==> src/rtl/sum_game_engine.sv <==
// Password-gated sum-guessing game: each round shows a pseudo-random operand, the player
// loads a guess, and a hit is scored when operand + guess equals Target before the countdown expires.
//
// state   | meaning
// LOCKED  | waiting for a correct password; wrong entries are counted
// IDLE    | logged in, waiting for Start
// PLAY    | round in progress, countdown running
// DONE    | session finished, Score/Sum held until Start or Logout
// LOCKOUT | too many wrong passwords, countdown before LOCKED again
module sum_game_engine #(
  parameter int DATA_W                = 4,
  parameter int NUM_ROUNDS            = 5,
  parameter int TICKS_PER_SEC         = 50000000,
  parameter int TIME_LIMIT            = 9,
  parameter int MAX_ATTEMPTS          = 3,
  parameter int LOCKOUT_SEC           = 15,
  parameter logic [DATA_W-1:0] PASSWORD = DATA_W'('hA),
  localparam int SCW = $clog2(NUM_ROUNDS + 1),
  localparam int TW  = $clog2(((TIME_LIMIT > LOCKOUT_SEC) ? TIME_LIMIT : LOCKOUT_SEC) + 1)
) (
  input  logic              clk,
  input  logic              rst,
  input  logic [DATA_W-1:0] PWDIn,
  input  logic              Login,
  input  logic              Logout,
  input  logic              Start,
  input  logic [DATA_W-1:0] Player2In,
  input  logic              Player2Load,
  input  logic [DATA_W:0]   Target,
  output logic [DATA_W-1:0] RandNum,
  output logic [DATA_W:0]   Sum,
  output logic [SCW-1:0]    Score,
  output logic [SCW-1:0]    Round,
  output logic [TW-1:0]     SecLeft,
  output logic              GLED,
  output logic              RLED,
  output logic              Hit,
  output logic              Miss,
  output logic [2:0]        State
);

  localparam int CW = (TICKS_PER_SEC > 1) ? $clog2(TICKS_PER_SEC) : 1;
  localparam int AW = (MAX_ATTEMPTS > 1) ? $clog2(MAX_ATTEMPTS + 1) : 1;

  typedef enum logic [2:0] {
    S_LOCKED  = 3'd0,
    S_IDLE    = 3'd1,
    S_PLAY    = 3'd2,
    S_DONE    = 3'd3,
    S_LOCKOUT = 3'd4
  } state_t;

  state_t          state_q, state_d;
  logic [CW-1:0]   tick_cnt;
  logic [15:0]     lfsr;
  logic [AW-1:0]   attempts;
  logic [DATA_W:0] sum_new;
  logic            tick, pwd_ok, login_ev, bad_login, lock_trip, logout_ev, lockout_done;
  logic            start_ok, guess, timeout, resolve, last_round, round_load, match;

  // Event decode; Logout masks every other input except while in LOCKOUT.
  always_comb begin
    tick         = (tick_cnt == CW'(TICKS_PER_SEC - 1));
    pwd_ok       = (PWDIn == PASSWORD);
    logout_ev    = Logout && (state_q != S_LOCKOUT);
    login_ev     = (state_q == S_LOCKED) && Login && !Logout;
    bad_login    = login_ev && !pwd_ok;
    lock_trip    = bad_login && (attempts >= AW'(MAX_ATTEMPTS - 1));
    lockout_done = (state_q == S_LOCKOUT) && (SecLeft == '0);
    start_ok     = ((state_q == S_IDLE) || (state_q == S_DONE)) && Start && !Logout;
    sum_new      = {1'b0, RandNum} + {1'b0, Player2In};
    match        = (sum_new == Target);
    guess        = (state_q == S_PLAY) && Player2Load && !Logout;
    // A guess in the expiring cycle wins over the timeout.
    timeout      = (state_q == S_PLAY) && !Logout && !Player2Load &&
                   ((SecLeft == '0) || (tick && (SecLeft == TW'(1))));
    resolve      = guess || timeout;
    last_round   = (Round >= SCW'(NUM_ROUNDS));
    round_load   = start_ok || (resolve && !last_round);
  end

  always_ff @(posedge clk or posedge rst) begin
    if (rst) state_q <= S_LOCKED;
    else     state_q <= state_d;
  end

  always_comb begin
    state_d = state_q;
    case (state_q)
      S_LOCKED: begin
        if (login_ev) begin
          if (pwd_ok)         state_d = S_IDLE;
          else if (lock_trip) state_d = S_LOCKOUT;
        end
      end
      S_IDLE, S_DONE: begin
        if (logout_ev)     state_d = S_LOCKED;
        else if (start_ok) state_d = S_PLAY;
      end
      S_PLAY: begin
        if (logout_ev)                 state_d = S_LOCKED;
        else if (resolve && last_round) state_d = S_DONE;
      end
      S_LOCKOUT: begin
        if (lockout_done) state_d = S_LOCKED;
      end
      default: state_d = S_LOCKED;
    endcase
  end

  always_comb begin
    State = state_q;
    GLED  = (state_q == S_IDLE) || (state_q == S_PLAY) || (state_q == S_DONE);
    RLED  = !GLED;
  end

  // Seconds prescaler, restarted at every round start and lockout entry.
  always_ff @(posedge clk or posedge rst) begin
    if (rst)                                tick_cnt <= '0;
    else if (round_load || lock_trip || tick) tick_cnt <= '0;
    else                                    tick_cnt <= tick_cnt + CW'(1);
  end

  always_ff @(posedge clk or posedge rst) begin
    if (rst) lfsr <= 16'hACE1;
    else     lfsr <= {lfsr[14:0], lfsr[15] ^ lfsr[13] ^ lfsr[12] ^ lfsr[10]};
  end

  always_ff @(posedge clk or posedge rst) begin
    if (rst)               attempts <= '0;
    else if (lockout_done) attempts <= '0;
    else if (login_ev)     attempts <= pwd_ok ? '0 : attempts + AW'(1);
  end

  always_ff @(posedge clk or posedge rst) begin
    if (rst)             SecLeft <= '0;
    else if (logout_ev)  SecLeft <= '0;
    else if (lock_trip)  SecLeft <= TW'(LOCKOUT_SEC);
    else if (round_load) SecLeft <= TW'(TIME_LIMIT);
    else if (resolve)    SecLeft <= '0;
    else if (((state_q == S_PLAY) || (state_q == S_LOCKOUT)) && tick && (SecLeft != '0))
      SecLeft <= SecLeft - TW'(1);
  end

  always_ff @(posedge clk or posedge rst) begin
    if (rst) begin
      RandNum <= '0;
      Sum     <= '0;
    end else begin
      if (round_load) RandNum <= lfsr[DATA_W-1:0];
      if (guess)      Sum     <= sum_new;
    end
  end

  always_ff @(posedge clk or posedge rst) begin
    if (rst) begin
      Score <= '0;
      Round <= '0;
    end else if (logout_ev) begin
      Score <= '0;
      Round <= '0;
    end else if (start_ok) begin
      Score <= '0;
      Round <= SCW'(1);
    end else begin
      if (guess && match)           Score <= Score + SCW'(1);
      if (resolve && !last_round)   Round <= Round + SCW'(1);
    end
  end

  always_ff @(posedge clk or posedge rst) begin
    if (rst) begin
      Hit  <= 1'b0;
      Miss <= 1'b0;
    end else begin
      Hit  <= guess && match;
      Miss <= (guess && !match) || timeout;
    end
  end

endmodule
==> config.mk <==
export PLATFORM = sky130hd
export DESIGN_NAME = sum_game_engine
export DESIGN_NICKNAME = d
export VERILOG_FILES = /design/src/rtl/sum_game_engine.sv
export SDC_FILE = /design/constraint.sdc
export NUM_CORES = 1
export LEC_CHECK = 0
export CAP_MARGIN = 0
export CORE_UTILIZATION = 48
export DETAILED_ROUTE_END_ITERATION = 8
export PLACE_DENSITY = 0.74
export SYNTH_ARGS = -nofsm -noshare
export SYNTH_HDL_FRONTEND = slang
export SYNTH_SLANG_ARGS = --single-unit
==> constraint.sdc <==
create_clock -name clk -period 2.2 [get_ports clk]
set_input_delay 0.22 -clock clk [delete_from_list [all_inputs] [get_ports clk]]
set_output_delay 0.22 -clock clk [all_outputs]
set_load 0.005 [all_outputs]
==> out/metrics.sh, run 1 <==
RUN_STATUS='finished, violations left'
VIOLATIONS_IN_THE_FINAL_REPORTS='setup timing'
TIMING_WORST_SETUP_PATH_TYPE='register to register'
ARRIVAL_PS=2540
ROUTED-VIA-COUNT=2551
ANT_NETS=0
MAX-SLEW-MARGIN-REL_PCT=70.6
WORSTPATHMAXFANOUT=3
POST_DRT_WL_PER_CELL_UM=14.2
YOSYSSEQAREASHARE_PCT=50.4
WORSTHOLDPATHTYPE='input port to async pin'
CP-STARTPOINT='RandNum[0]'
CLOCK_TREE.BUFFER_DEPTH=2
FINAL.SETUP.TNS_PS=-120
FP.DIEAREA_MM2=0.00741
MAXCAPVIOLCOUNT=0
ROW_COUNT=30
FIRST_PASS_GRT_WIRE_LENGTH_MM=11.6
CRIT_PATH_START_KIND='register'
GRT_SETUP_UNREPAIRED='yes'
SYNTH_ASYNC_SR_FLOP_SHARE_PCT=100
DIE_H_UM=86.1
POSTCTSHOLDBUFS=0
COUNT_OF_DISTINCT_CELL_TYPES_IN_THE_SYNTHESIZED_NETLIST=57
IRDROPWORSTVDD_mV=0.380
FF2FF_SETUP_SLACK_PS=-90
PLACE.DETAILED.HPWL_MM=4.78
CTS.SINKS=68
GRT_MAX_DEGREE=69
FINAL_NET_COUNT=422
KIND_OF_END_POINT_OF_THE_CRITICAL_PATH='register'
SYNTH-WARNING-COUNT=0
SYNTH.AVG_CELL_AREA_UM2=10.9
POST_ROUTE_DRC_VIOLATION_COUNT=0
PORT-BUFFER-COUNT=44
FINAL_HOLD_VIOLATING_ENDPOINTS=0
SYNTH.CELL_AREA_MM2=0.00339
DIE_W_UM=86.1
SETUP_SLACK_PS=-93.4
MAX_FREQ_MHz=436
CTS_INSERTED_BUFFERS=9
CRIT-REG2REG-CAPTURE='Score[1]'
RR_STARTPOINT='RandNum[0]'
POST-ROUTE-PERIOD-UTIL_PCT=104
DETAIL_ROUTE.VIAS_PER_CELL=5.18
LAYOUT.CORE_UTILIZATION_PCT=66.7
FP.COREAREA_MM2=0.00679
ROUTED_WIRELENGTH_MM=6.99
TIMING.FINAL.SETUP_VIOLATIONS=2
ANTENNA_FOUND_INITIAL=0
H-TREE-DEPTH=3
YS_FF_LATCH=68
I_O_PINS=45
FINALCRITICALPERIOD_PS=2290
CLKTRANSATPATHREGS_PS=90
LAYOUT-DRIVE-GT1-SHARE_PCT=23.2
GP_ROUTABILITY_CONGESTION=0.800
FINALMAXSLEWVIOLATIONS=0
CLOCK-SKEW-FINAL_PS=13.7
WORST_SKEW_PAIR.LATE_LATENCY_PS=350
POWER_DENSITY_mW_PER_MM2=599
MAX_SLEW.WORST_PIN.SLEW_PS=435
SYNTH_EDF_COUNT=0
INITIAL_UTILIZATION_PCT=49.9
DIODES=0
DRT_ITER0_MARKERS=140
CRITICAL_PATH.ENDPOINT='Score[1]'
WORST-R2R-CELL-COUNT=8
GRT.TOTAL_USAGE_PCT=20.0
CLK_ROOT_BUFFER_CELL='sky130_fd_sc_hd__clkbuf_8'
GRT_PASS1_VIAS=2551
POWER.TOTAL_uW=2710
SYN-NUM-NETS=341
CRITICAL_PATH_REQUIRED_PS=2440
CTS_TREE='yes'
CELLLEAKAGEPOWER_uW=0.00207
SYN_INST=310
DRT_PASS1_ITERATIONS=4
YOSYS_MOST_USED_DFF='sky130_fd_sc_hd__dfrtp_1'
GRT_REMAINING_OVERFLOW=0
AREA_GROWTH_SYN_TO_LAYOUT_PCT=33.6
[power by group]
group          switching [µW]  internal, µW
clock network             481           872
registers                   0          1250
logic                    56.3          54.2
[logic make-up (layout without fill, tap and decap cells)]
kind of cell,Yosys count,count (layout),share of synthesized area (%)
flops,68,68,50.4
xor+xnor,38,38,10.2
mux,7,7,2.73
simple gates,127,127,20.8
buf+inv,17,103,2.40
compound gates,41,41,8.81
fa+ha+maj,12,12,4.65
[stage by stage]
step                setup WS [ps]  area (µm²)  instances  hold WS, ps
floorplan                    6.17        3400        310          307
global placement             -328        4140        469          335
detailed placement           -404        4140        469          339
CTS                         -21.3        4450        487          281
global route                 -201        4530        492          325
finish                      -93.4        4530        492          255
[synth_stat cells, drive strengths merged, types with 6 or more instances]
| library cell | instances | area [µm²] |
|---|---|---|
| dfrtp | 60 | 1500 |
| nor2 | 49 | 194 |
| xor2 | 20 | 175 |
| nand2 | 17 | 66.3 |
| nand3 | 17 | 85.1 |
| xnor2 | 17 | 149 |
| a21oi | 11 | 55.1 |
| ha | 11 | 138 |
| inv | 10 | 37.5 |
| dfstp | 8 | 210 |
| o21ai | 8 | 51.3 |
| and3 | 6 | 37.5 |
| mux2 | 6 | 82.6 |
| nand4 | 6 | 43.8 |
| nor3 | 6 | 35.0 |
[registers in the layout (all words and copies together), names as in the netlist]
name and flops:
tick_cnt 26, lfsr 16, Sum 5, RandNum 4, SecLeft 4, Round 3
Score 3, State 3, attempts 2, Hit 1, Miss 1
[worst min-delay path by stage]
stage	to	from
6_report	RandNum[0]	rst
3_3_place_gp	lfsr[9]	lfsr[8]
5_1_grt	RandNum[0]	rst
3_5_place_dp	lfsr[9]	lfsr[8]
4_1_cts	RandNum[0]	rst
2_1_floorplan	Miss	Player2Load
[critical path: stages (launching register included)]
cell and delay [ps]:
sky130_fd_sc_hd__dfrtp_1 390, sky130_fd_sc_hd__ha_2 190, sky130_fd_sc_hd__fa_2 370, sky130_fd_sc_hd__xnor2_2 210, sky130_fd_sc_hd__xor2_1 230, sky130_fd_sc_hd__nand3_2 170
sky130_fd_sc_hd__nor4_4 340, sky130_fd_sc_hd__mux2i_1 240, sky130_fd_sc_hd__nor2_1 60
[layout by cell type (no fill, tap or decap), drive strengths merged, types with 2 or more instances in the layout]
cell | synthesis | routed
ha | 11 | 11
mux2 | 6 | 6
xor2 | 20 | 20
a211oi | 2 | 2
a21o | 3 | 3
a21oi | 11 | 11
and2 | 4 | 4
nor4b | 5 | 5
a2111oi | 2 | 2
inv | 10 | 11
o21ai | 8 | 8
nand3 | 17 | 17
clkbuf | 2 | 10
nand2 | 17 | 17
nor3b | 5 | 5
nor4 | 3 | 3
o211ai | 2 | 2
dfstp | 8 | 8
o31ai | 2 | 2
nor2 | 49 | 49
bufinv | 0 | 4
nor3 | 6 | 6
clkdlybuf4s50 | 0 | 44
nand4 | 6 | 6
dfrtp | 60 | 60
o22ai | 2 | 2
and3 | 6 | 6
buf | 5 | 33
o2bb2ai | 2 | 2
xnor2 | 17 | 17
or3 | 5 | 5
[final cells by class]
type | instances | area [µm²]
fillers | 511 | 2260
well taps | 96 | 120
flip-flops and latches | 68 | 1710
inverters | 10 | 37.5
clock buffers | 10 | 128
repair buffers | 77 | 713
clock inverters | 6 | 136
multi-input cells | 225 | 1690
[repair_timing]
item	4_1_cts	5_1_grt
endpoints found under the setup margin	3	13
gates resized for setup	7	9
hold endpoints to repair	0	0
pin swaps	5	7
setup buffers	2	6
[metal layers]
metal	GRT usage (%)	vias up	part of all wire (%)
met5	0	-	0
met4	6.52	0	0.93
met3	5.20	9	3.6
met2	33.8	49	50
met1	25.1	1247	46
li1	-	1246	-
Power figures use the tool's default switching activity.
==> run 2: changes to the inputs <==
--- a/config.mk
+++ b/config.mk
@@ -9,6 +9,7 @@
 export CORE_UTILIZATION = 48
 export DETAILED_ROUTE_END_ITERATION = 8
 export PLACE_DENSITY = 0.74
+export SLEW_MARGIN = 10
 export SYNTH_ARGS = -nofsm -noshare
 export SYNTH_HDL_FRONTEND = slang
 export SYNTH_SLANG_ARGS = --single-unit
==> results of run 2 <==
No change in the layout: final DEF, timing and power equal those of run 1.
